**src/rtl/exec_ctrl_pkg.sv**
```systemverilog
// Shared types and constants for the execution step controller: FSM state
// encoding, default tick dividers and the speed-code to period mapping.
package exec_ctrl_pkg;

  typedef enum logic [1:0] {
    ST_INIT    = 2'd0,
    ST_HALTED  = 2'd1,
    ST_RUNNING = 2'd2,
    ST_STEP    = 2'd3
  } state_e;

  localparam int unsigned DIV0_DEF = 16;
  localparam int unsigned DIV1_DEF = 50000;
  localparam int unsigned DIV2_DEF = 500000;
  localparam int unsigned DIV3_DEF = 5000000;
  localparam int unsigned DIV4_DEF = 50000000;

  // Codes 0..3 select their own divider; every code from 4 upward is the slowest.
  function automatic logic [31:0] speed_period(input logic [3:0]  speed,
                                               input logic [31:0] d0,
                                               input logic [31:0] d1,
                                               input logic [31:0] d2,
                                               input logic [31:0] d3,
                                               input logic [31:0] d4);
    logic [31:0] p;
    case (speed)
      4'd0:    p = d0;
      4'd1:    p = d1;
      4'd2:    p = d2;
      4'd3:    p = d3;
      default: p = d4;
    endcase
    return p;
  endfunction

endpackage

```
**src/rtl/exec_step_controller_rise_detect.sv**
```systemverilog
// One-bit rising-edge detector. The history register is loaded from the input
// during reset as well, so a level held high through reset is not an edge.
module rise_detect (
  input  logic clk_i,
  input  logic n_reset_i,
  input  logic d_i,
  output logic rise_o
);

  logic prev_q;

  // History register: tracks the input in reset and in normal operation alike.
  always_ff @(posedge clk_i) begin
    if (!n_reset_i) prev_q <= d_i;
    else            prev_q <= d_i;
  end

  assign rise_o = n_reset_i & d_i & ~prev_q;

endmodule

```
**src/rtl/exec_step_controller.sv**
```systemverilog
// Execution step controller: produces single-cycle cpu_tick enables at a
// speed-selected rate and sequences init / run / halt / single-step.
// All outputs come straight from registers.
module exec_step_controller
  import exec_ctrl_pkg::*;
#(
  parameter int unsigned CNT_W    = 32,
  parameter bit          AUTO_RUN = 1'b1,
  parameter int unsigned DIV0     = DIV0_DEF,
  parameter int unsigned DIV1     = DIV1_DEF,
  parameter int unsigned DIV2     = DIV2_DEF,
  parameter int unsigned DIV3     = DIV3_DEF,
  parameter int unsigned DIV4     = DIV4_DEF
) (
  input  logic             physical_clock,
  input  logic             n_reset,
  input  logic [3:0]       speed_sel,
  input  logic             run_req,
  input  logic             halt_req,
  input  logic             step_req,
  input  logic             halt_instr,
  output logic             cpu_tick,
  output logic             init_flag,
  output logic [1:0]       state,
  output logic [CNT_W-1:0] cycle_count
);

  state_e           state_q, state_d;
  logic             tick_q, tick_d;
  logic             init_q, init_d;
  logic [CNT_W-1:0] cnt_q, cnt_d;
  logic [31:0]      div_q, div_d;
  logic [31:0]      period;
  logic             due;
  logic             run_rise, halt_rise, step_rise;

  rise_detect u_run_rise (
    .clk_i(physical_clock), .n_reset_i(n_reset), .d_i(run_req), .rise_o(run_rise)
  );
  rise_detect u_halt_rise (
    .clk_i(physical_clock), .n_reset_i(n_reset), .d_i(halt_req), .rise_o(halt_rise)
  );
  rise_detect u_step_rise (
    .clk_i(physical_clock), .n_reset_i(n_reset), .d_i(step_req), .rise_o(step_rise)
  );

  // Period follows speed_sel every cycle; '>=' lets a faster code applied
  // mid-count fire on the next cycle instead of running the counter past it.
  assign period = speed_period(speed_sel, 32'(DIV0), 32'(DIV1), 32'(DIV2),
                               32'(DIV3), 32'(DIV4));
  assign due    = (div_q >= period - 32'd1);

  // State register; reset aborts any count and any pending tick.
  always_ff @(posedge physical_clock) begin
    if (!n_reset) begin
      state_q <= ST_INIT;
      tick_q  <= 1'b0;
      init_q  <= 1'b0;
      cnt_q   <= '0;
      div_q   <= '0;
    end else begin
      state_q <= state_d;
      tick_q  <= tick_d;
      init_q  <= init_d;
      cnt_q   <= cnt_d;
      div_q   <= div_d;
    end
  end

  // Next-state and tick generation.
  always_comb begin
    state_d = state_q;
    tick_d  = 1'b0;
    init_d  = init_q;
    cnt_d   = cnt_q;
    div_d   = div_q;
    case (state_q)
      ST_INIT: begin
        // First cycle issues the uncounted init tick, the next one leaves INIT.
        if (!tick_q) begin
          tick_d = 1'b1;
        end else begin
          init_d  = 1'b1;
          state_d = AUTO_RUN ? ST_RUNNING : ST_HALTED;
          div_d   = '0;
        end
      end
      ST_RUNNING: begin
        if (halt_rise) begin
          state_d = ST_HALTED;
          div_d   = '0;
        end else if (tick_q && halt_instr) begin
          state_d = ST_HALTED;
          div_d   = '0;
        end else if (due) begin
          tick_d = 1'b1;
          div_d  = '0;
          cnt_d  = cnt_q + CNT_W'(1);
        end else begin
          div_d = div_q + 32'd1;
        end
      end
      ST_HALTED: begin
        if (run_rise) begin
          state_d = ST_RUNNING;
          div_d   = '0;
        end else if (step_rise) begin
          state_d = ST_STEP;
          tick_d  = 1'b1;
          cnt_d   = cnt_q + CNT_W'(1);
        end
      end
      ST_STEP: begin
        state_d = ST_HALTED;
      end
      default: begin
        state_d = ST_INIT;
      end
    endcase
  end

  assign cpu_tick    = tick_q;
  assign init_flag   = init_q;
  assign state       = state_q;
  assign cycle_count = cnt_q;

endmodule

```
**config.mk**
```make
export PLATFORM = sky130hd
export DESIGN_NAME = exec_step_controller
export DESIGN_NICKNAME = d
export VERILOG_FILES = /design/src/rtl/exec_ctrl_pkg.sv /design/src/rtl/exec_step_controller_rise_detect.sv /design/src/rtl/exec_step_controller.sv
export SDC_FILE = /design/constraint.sdc
export NUM_CORES = 1
export LEC_CHECK = 0
export CORE_MARGIN = 2
export CORE_UTILIZATION = 50
export DETAILED_ROUTE_END_ITERATION = 10
export GPL_TIMING_DRIVEN = 0
export PLACE_DENSITY_LB_ADDON = 0.08
export SYNTH_ARGS = -nofsm -noshare
export SYNTH_HDL_FRONTEND = slang
export SYNTH_HIERARCHICAL = 1
export SYNTH_SLANG_ARGS = --single-unit
```
**constraint.sdc**
```tcl
create_clock -name physical_clock -period 10.2 [get_ports physical_clock]
set_input_delay 2.04 -clock physical_clock [delete_from_list [all_inputs] [get_ports physical_clock]]
set_output_delay 2.04 -clock physical_clock [all_outputs]
set_load 0.01 [all_outputs]
```
* Yosys cells after proc, flatten, opt, wreduce, memory -nomap -nowiden
Index checks and enable logic that the tools add are counted.
Cells by class: add/subtract/negate cells 3, multiply operators 0, div/mod/pow operators 0, magnitude comparators 1, equal/unequal tests 15, shifts and indexed selects 0, mux-type cells 26, bitwise logic cells 9, reduce and logical (&&, ||, !) cells 9
Operators with widths (number):
- 32-bit two-way mux | 10
- 26-bit one-hot mux with 4 select lines | 1
- 32-bit one-hot mux with 3 select lines | 1
- 32-bit by 1-bit adder with 32-bit output (second input constant) | 2
- 32-bit one-hot mux with 2 select lines | 1
- 32-bit greater-or-equal comparator | 1
- 32-bit by 1-bit subtractor with 32-bit output (second input constant) | 1
- 2-bit != test (second input constant) | 7
- 2-bit two-way mux | 5
- 4-bit by 2-bit equality test with 1-bit output (second input constant) | 2
- 2-bit one-hot mux with 4 select lines | 1
- 1-bit bitwise AND | 6
- 1-bit two-way mux | 6
- 3-bit != test (second input constant) | 2
- 3-bit AND reduction | 2
- 6-bit AND reduction | 1
- 2-bit equality test (second input constant) | 2
- 4-bit by 1-bit equality test with 1-bit output (second input constant) | 1
- 4-bit logical NOT | 1
- 1-bit inverter | 3
- 1-bit one-hot mux with 3 select lines | 1
- 3-bit nonzero test | 1
- 2-bit by 1-bit equality test with 1-bit output (second input constant) | 1
- 2-bit logical NOT | 1
- 3 further kinds | 3
Storage, ports and cells: flip-flop bits (word level) 71, bits in latches 0, bits in writable memories 0, ROM bits 0, input port bits 10, output and inout port bits 36, word-level logic and storage cells 71, memories kept 0

* Logic depth before layout (Yosys ltp)
Gate-level depths: netlist (run 1).
word-level depth 8, gate-level depth with buffers 18, depth with buffers taken out 15

* Modules after synthesis
The synthesis (run 1) kept the hierarchy.
By module, submodules not included:
- exec_step_controller | instances 1, cells an instance 453, area each 3767.4 µm², seq. area each 1361.3 µm²
- rise_detect | instances 3, cells an instance 2, area each 28.8 µm², seq. area each 20.0 µm²

* Worst setup path after synthesis (run 1)
Ideal clock, no wire load.
kind in2reg, from in speed_sel[3], to reg cnt_q[8] (netlist: cycle_count[8]), library setup time 72 ps, arrival 5029 ps, data required time 10128 ps, slack 5099 ps, stages on the path 18, path buffers 3, path through or2_2 -> clkbuf_1 -> nor2_1 -> nand2_1 -> ha_1 -> nor2b_1 -> nand2_1 -> and2_1 -> ha_1 -> nand4_1 -> nor2_1 -> a2111oi_2 -> o2bb2ai_1 -> buf_2 -> or2_1 -> buf_2 -> nand3_1 -> mux2i_1
On the way: cells in the longest elaborated chain, start to end 6, elaborated cells between the ends (all ways) 9, classes of those cells add/sub (1); order compare (1); eq/ne (4); mux (1); reduce/logical (2)
Ends and longest elaborated chain:
- from (decl) | RTL line exec_step_controller.sv:17 | input logic [3:0] speed_sel,
- 4-bit by 2-bit equality test with 1-bit output, or another cell as far along | RTL line exec_ctrl_pkg.sv:26 | case (speed)
- 26-bit one-hot mux with 4 select lines (*) | RTL line exec_ctrl_pkg.sv:26
- 32-bit by 1-bit subtractor with 32-bit output (*) | RTL line exec_step_controller.sv:51 | assign due = (div_q >= period - 32'd1);
- 32-bit greater-or-equal comparator (*) | RTL line exec_step_controller.sv:51
- 2-bit != test (no source line) (*)
- 6-bit AND reduction (no source line) (*)
- to (signal assigned) | RTL line exec_step_controller.sv:65 | cnt_q <= cnt_d;
- to (decl) | RTL line exec_step_controller.sv:31 | logic [CNT_W-1:0] cnt_q, cnt_d;
Every way passes the cells marked *; elsewhere a longest branch is shown, timed or not. A chain may end at the register's enable or synchronous reset.

* Worst setup path after layout (run 1)
from in speed_sel[3], to reg cnt_q[12] (netlist: cycle_count[12])
The elaborated chain is that of the path after synthesis.

==> impl_metrics.csv, run 1 <==
group,metric,value,unit
status,outcome,"finished, final reports clean",
synth,synth-compound-area-share,14.4,%
power,p_comb_share,16.6,%
synth,netlist.area_leader.share,36.9,%
clock_network,cts_resized,0,
die,ios,46,
detailed_routing,detail-route-antenna-nets,0,
sta,rsz0062_at_grt,"no",
synth,ys_seq_area_share,36.9,%
detailed_routing,drt-vias-per-instance,5.40,
clock_network,clk_latency,0.35,ns
power,p_sw,192,uW
placement,place_area,0.00442,sq mm
die,core_area,0.00761,sq mm
sta,slew_violations,0,
detailed_routing,wl_per_cell,13.9,um
synth,synth_xor_area_share,9.32,%
synth,synthTopCellsByCount,"dfxtp_1, nor2_1, nand2_1, a21oi_1, xor2_1",
layout,n_fill_cell,728,
worst_setup_path,critical_path_buf_inv_count,3,
global_routing,antenna_found_initial,0,
sta,fin_crit_sh,55.5,%
detailed_routing,first_iter_violations,96,
layout,drive_above_1_share,6.36,%
clock_network,htree_levels,3,
clock_network,cts_root_buffer,"clkbuf_8",
die,start_util,50.7,%
placement,dp_cells,605,
die,die_w,91.8,um
sta,hold_violations,0,
worst_setup_path,cp_slowest_cell,"clkdlybuf4s50_1",
synth,postSynthCellCount,459,
power,p_clk_share,38.1,%
layout,fin_util,61.1,%
synth,synth_top_family_by_area,"simple AND/OR/NAND/NOR gates",
die,die_y,91.8,um
clock_network,clock_sinks,71,
clock_network,cts_buffers,9,
global_routing,grt_pass1_vias,3160,
placement,portBuffers,44,
sta,finClkSkew,0.0119,ns
layout,diodes,0,
clock_network,cts_setup_buffers,0,
sta,tightest_slew,0.837,ns
clock_network,hold_buffers,0,
synth,yosysMostFrequentCell,"dfxtp_1",
detailed_routing,drc_errors,0,
clock_network,max-clock-path-buffers,2,
global_routing,grt-ovfl-total,0,
worst_setup_path,worstSetupStartpointType,"input port",
global_routing,track_usage,22.0,%
global_routing,grt_util_met1,27.9,%
global_routing,grtUsageMet3,3.70,%
worst_setup_path,arrival,5.91,ns
worst_setup_path,setup.worst_path.class,"input port to flop",
power,power_density,143,mW/mm^2
worst_setup_path,crit_chain,"clkdlybuf4s50_1 > or2_2 > clkbuf_1 > nor2_1 > nand2_1 > ha_1 > nor2b_1 > nand2_1 > and2_1 > ha_1 > nand4_1 > nor2_1 > a2111oi_2 > o2bb2ai_1 > o21ai_1 > buf_2 > nor3_1 > o21a_1",
layout,stdcell_count,621,
power,switching_share,28.9,%
power,intPower,473,uW
global_routing,grt_max_degree,13,
detailed_routing,vias,3356,
sta,relSlewSlack,44.1,%
worst_setup_path,cp-end-kind,"flop",
worst_setup_path,slowest_delay,0.41,ns
synth,synthAdderAreaFrac,7.79,%
synth,yosys-top-cells-area,"dfxtp_1, ha_1, nor2_1, xor2_1, nand2_1",
synth,synth_nets,493,
die,rows,32,
power,vdd_drop_max,0.000107,V
global_routing,grt_pass1_wl,15.0,mm
power,pwr-share-seq,45.3,%
sta,max_freq,0.177,GHz
power,cellLeakagePower,0.00170,uW
worst_hold_path,hold_path.class,"flop to flop",
synth,synth_edf_count,0,
synth,netlist_area,0.00385,sq mm
layout,nets,548,
die,die_area,0.00843,sq mm
synth,ys.flop_type,"dfxtp_1",
sta,fin_setup_tns,0,ns
sta,period_needed,5.66,ns
synth,yosysTopAreaCell,"dfxtp_1",
synth,yosysWarnings,6,
synth,yosys_register_bits,71,
synth,async_reset_ff_share,0,%
layout,syn_to_final_growth,20.5,%
synth,avgSynthCellArea,8.40,sq um
detailed_routing,routed_wl,8.62,mm
worst_setup_path,path_max_fanout,10,
synth,yosys.area_share.simple,27.3,%
clock_network,cts_tree,"built",
sta,setup_viol,0,
clock_network,clk_pin_slew,0.07,ns
global_routing,use_met2,37.6,%
worst_setup_path,worst_path_dominant_cell_family,"simple AND/OR/NAND/NOR gates",
placement,hpwl,6.42,mm
synth,synth.distinct_cells,48,
placement,gp_congestion,0.884,
detailed_routing,dr.pass1.iters,5,
synth,yosys-mux-area-fraction,1.04,%
run,maxCapViolations,0,
layout,final_cell_area,0.00464,sq mm
global_routing,grt-busiest-layer,"met2",
worst_setup_path,crit_required,10.44,ns
-- logic make-up (layout without fill, tap and decap cells) --
logic type	count (synthesis)	after routing
simple gates	205	205
fa+ha+maj	24	24
buf+inv	31	91
mux	4	4
flops	71	71
compound gates	83	83
xor+xnor	41	41
-- final cells by class --
cell class / count / area (sq um) / share of cell area, %
well taps: 102 / 128 / 2.75
inverters: 12 / 45.0 / 0.970
flip-flops and latches: 71 / 1420 / 30.6
repair buffers: 44 / 440 / 9.48
plain buffers: 19 / 81.3 / 1.75
multi-input cells: 357 / 2310 / 49.6
clock inverters: 5 / 81.3 / 1.75
clock buffers: 11 / 141 / 3.04
-- flip-flops by register name (all words and copies together) (netlist names) --
register	cells
init_flag	1
state	2
cpu_tick	1
div_q	32
u_halt_rise/prev_q	1
u_run_rise/prev_q	1
u_step_rise/prev_q	1
cycle_count	32
-- cell usage in the layout, fill, tap and decap left out, types with 2 or more instances in the layout --
master and instances:
a2111oi_2 2, a2111oi_4 2, a211oi_1 3, a21oi_1 30, a31oi_1 2, and2_1 8, and3_1 7, and3b_1 3
and4_1 10, buf_2 5, bufinv_16 2, clkbuf_1 13, clkbuf_8 10, clkdlybuf4s50_1 44, dfxtp_1 71, ha_1 24
inv_1 12, mux2i_1 4, nand2_1 46, nand2b_1 4, nand3_1 21, nand4_1 6, nand4_2 2, nor2_1 61
nor2b_1 4, nor3_1 8, o2111ai_1 5, o211ai_1 5, o21a_1 5, o21ai_0 21, o21ai_1 3, or3_1 13
or4_1 3, xnor2_1 15, xor2_1 26
-- per-stage QoR --
stage	total power, uW	hold WS, ns	worst slack (ns)
floorplan	380	0.438	5.10
global placement	417	0.450	4.13
detailed placement	420	0.461	4.15
CTS	671	0.481	4.51
global route	703	0.509	4.10
finish	665	0.478	4.54
-- worst reg2reg max path, stage by stage (launching register included) --
cell	delay, ns
dfxtp_1	0.35
ha_1	0.32
a21oi_1	0.13
o21ai_0	0.16
a2111oi_2	0.50
o2bb2ai_1	0.22
o21ai_1	0.38
buf_2	0.29
nor3_1	0.07
o21a_1	0.16
-- power by group through the flow --
stage	Clock (uW)	Combinational [uW]	Sequential (uW)
3_3_place_gp	0	109	308
6_report	254	110	301
5_1_grt	273	126	304
3_5_place_dp	0	112	308
2_1_floorplan	0	71.3	308
4_1_cts	257	113	301
-- metal layers --
layer	wire length, um	vias to the layer above
li1	-	1732
met2	4200	54
met5	0	-
met1	4040	1558
met4	134	0
met3	251	12
-- path summary, 6_finish.rpt --
kind                                    from               to  cells after the start  slack (ns)
worst max-delay path            speed_sel[3]  cycle_count[12]                     18        4.54
worst min-delay path               div_q[31]        div_q[31]                      2        0.48
worst max register to register     div_q[17]  cycle_count[12]                      9        7.53
worst min register to register     div_q[31]        div_q[31]                      2        0.48
Power figures use the tool's default switching activity.
==> inputs of run 2 (changes only) <==
Clock period 10.2 ns to 4.7 ns, I/O delays scaled along.
==> impl_metrics.csv, run 2 (same netlist as run 1, synthesis figures left out) <==
group,metric,value,unit
worst_setup_path,cp_slowest_cell,"clkdlybuf4s50_1",
clock_network,cts_tree,"built",
worst_setup_path,cp-end-kind,"flop",
sta,tightest_slew,0.840,ns
global_routing,track_usage,22.0,%
worst_setup_path,r2r-end,"cycle_count[18]",
die,die_area,0.00843,sq mm
sta,holdWs,0.477,ns
layout,syn_to_final_growth,21.2,%
global_routing,grt_max_degree,13,
die,die_w,91.8,um
sta,relSlewSlack,43.9,%
sta,fin_crit_sh,90.4,%
sta,max_freq,0.235,GHz
placement,hpwl,6.42,mm
worst_setup_path,slowest_delay,0.41,ns
sta,rsz0062_at_grt,"no",
worst_setup_path,r2r-start,"div_q[17]",
die,start_util,50.7,%
detailed_routing,detail-route-antenna-nets,0,
worst_hold_path,worstHoldStart,"div_q[31]",
run,maxCapViolations,0,
worst_setup_path,ff2ff_setup_slack,2.15,ns
clock_network,htree_levels,3,
power,pwr-share-seq,45.2,%
detailed_routing,vias,3370,
die,rows,32,
global_routing,antenna_found_initial,0,
worst_setup_path,crit_chain,"clkdlybuf4s50_1 > or2_2 > nor2_2 > nand2_1 > ha_1 > nor2b_1 > nand2_1 > and2_1 > ha_1 > nand4_1 > o211ai_1 > a2111oi_4 > o2bb2ai_2 > buf_2 > or2_1 > buf_2 > nand3_1 > mux2i_1",
detailed_routing,wl_per_cell,13.8,um
power,cellLeakagePower,0.00172,uW
die,ios,46,
sta,fin_setup_tns,0,ns
power,power_density,310,mW/mm^2
power,switching_share,28.9,%
placement,gp_congestion,0.884,
worst_setup_path,setup.worst_path.class,"input port to flop",
global_routing,grt_pass1_vias,3160,
layout,stdcell_count,620,
clock_network,clk_latency,0.35,ns
detailed_routing,dr.pass1.iters,5,
clock_network,cts_setup_buffers,0,
sta,period_needed,4.25,ns
power,p_clk_share,38.0,%
worst_setup_path,rr_worst_depth,10,
placement,dp_cells,605,
worst_setup_path,arrival,4.53,ns
status,outcome,"finished, final reports clean",
sta,setup_viol,0,
power,intPower,1030,uW
layout,drive_above_1_share,7.72,%
placement,portBuffers,44,
clock_network,hold_buffers,0,
sta,finClkSkew,0.0113,ns
global_routing,grt_pass1_wl,15.0,mm
layout,nets,547,
layout,most-common-layout-cells,"dfxtp_1, nor2_1, nand2_1",
worst_setup_path,crit_required,4.98,ns
detailed_routing,drt-vias-per-instance,5.44,
power,p_sw,418,uW
clock_network,clk_pin_slew,0.07,ns
power,p_comb_share,16.8,%
global_routing,grt-ovfl-total,0,
layout,final_common_cell,"dfxtp_1",
sta,hold_violations,0,
worst_hold_path,hold_depth,2,
detailed_routing,drc_errors,0,
sta,slew_violations,0,
clock_network,clock_sinks,71,
clock_network,max-clock-path-buffers,2,
worst_setup_path,path_max_fanout,10,
die,die_y,91.8,um
die,core_area,0.00761,sq mm
worst_hold_path,hold_path.class,"flop to flop",
worst_hold_path,hold_path_end,"div_q[31]",
clock_network,cts_root_buffer,"clkbuf_8",
layout,diodes,0,
clock_network,cts_buffers,9,
detailed_routing,routed_wl,8.56,mm
power,vdd_drop_max,0.000231,V
worst_setup_path,worstSetupStartpointType,"input port",
detailed_routing,first_iter_violations,105,
[run 2: changes by cell type in the layout (fill, tap and decap cells not counted), sizes merged]
cell / delta
clkbuf: -1
[run 2: what timing repair did]
item,4_1_cts,5_1_grt
gates resized for setup,0,11
hold endpoints to repair,0,0
setup endpoints to repair,0,63
[run 2: critical path, delay by kind of cell]
kind                       cells  cell delay [ns]
muxes                          1             0.19
and+or+nand+nor                9             1.52
buffers and inverters          3             0.79
AOI/OAI and AO/OA              3             0.64
adders and majority gates      2             0.47
[run 2: worst max path at each step]
stage	start	cells after the start	endpoint	slack [ns]
final	speed_sel[3]	18	cycle_count[18]	0.45
after global routing	speed_sel[3]	18	cycle_count[18]	0.11
after CTS	speed_sel[3]	19	cycle_count[18]	0.11
after detailed placement	speed_sel[3]	19	cycle_count[18]	-0.25
after global placement	speed_sel[3]	18	cycle_count[12]	-0.27
after floorplan	speed_sel[3]	18	cycle_count[8]	0.70
[run 2: area by class of cell]
class                           instances  area (sq um)
Fill cell                             718          2940
Inverter                               12          45.0
Sequential cell                        71          1420
Buffer                                 18          81.3
Tap cell                              102           128
Multi-Input combinational cell        357          2330
Clock inverter                          5          81.3
Clock buffer                           11           141
Timing Repair Buffer                   44           440
[run 2: power by group through the flow]
stage                     logic, uW  clock network [uW]  registers [uW]
after floorplan                 155                   0             669
after global placement          237                   0             668
after detailed placement        242                   0             668
after CTS                       244                 559             654
after global routing            277                 593             659
final                           244                 550             654
[run 2: per-stage QoR]
step	util, %	worst slack, ns	total power (uW)	instance area (sq um)
2_1_floorplan	-	0.699	824	3850
3_3_place_gp	58.1	-0.267	905	4420
3_5_place_dp	58.1	-0.249	910	4420
4_1_cts	61.1	0.107	1460	4640
5_1_grt	61.4	0.106	1530	4670
6_report	61.4	0.451	1450	4670
[run 2: per-layer routing]
layer	share of wire, %	vias to the layer above	global-route usage (%)	routed length [um]
met5	0	-	0	0
met4	1.7	0	7.84	149
met3	3.1	14	3.70	269
met2	48	58	37.6	4140
met1	47	1572	27.9	4010
li1	-	1726	-	-
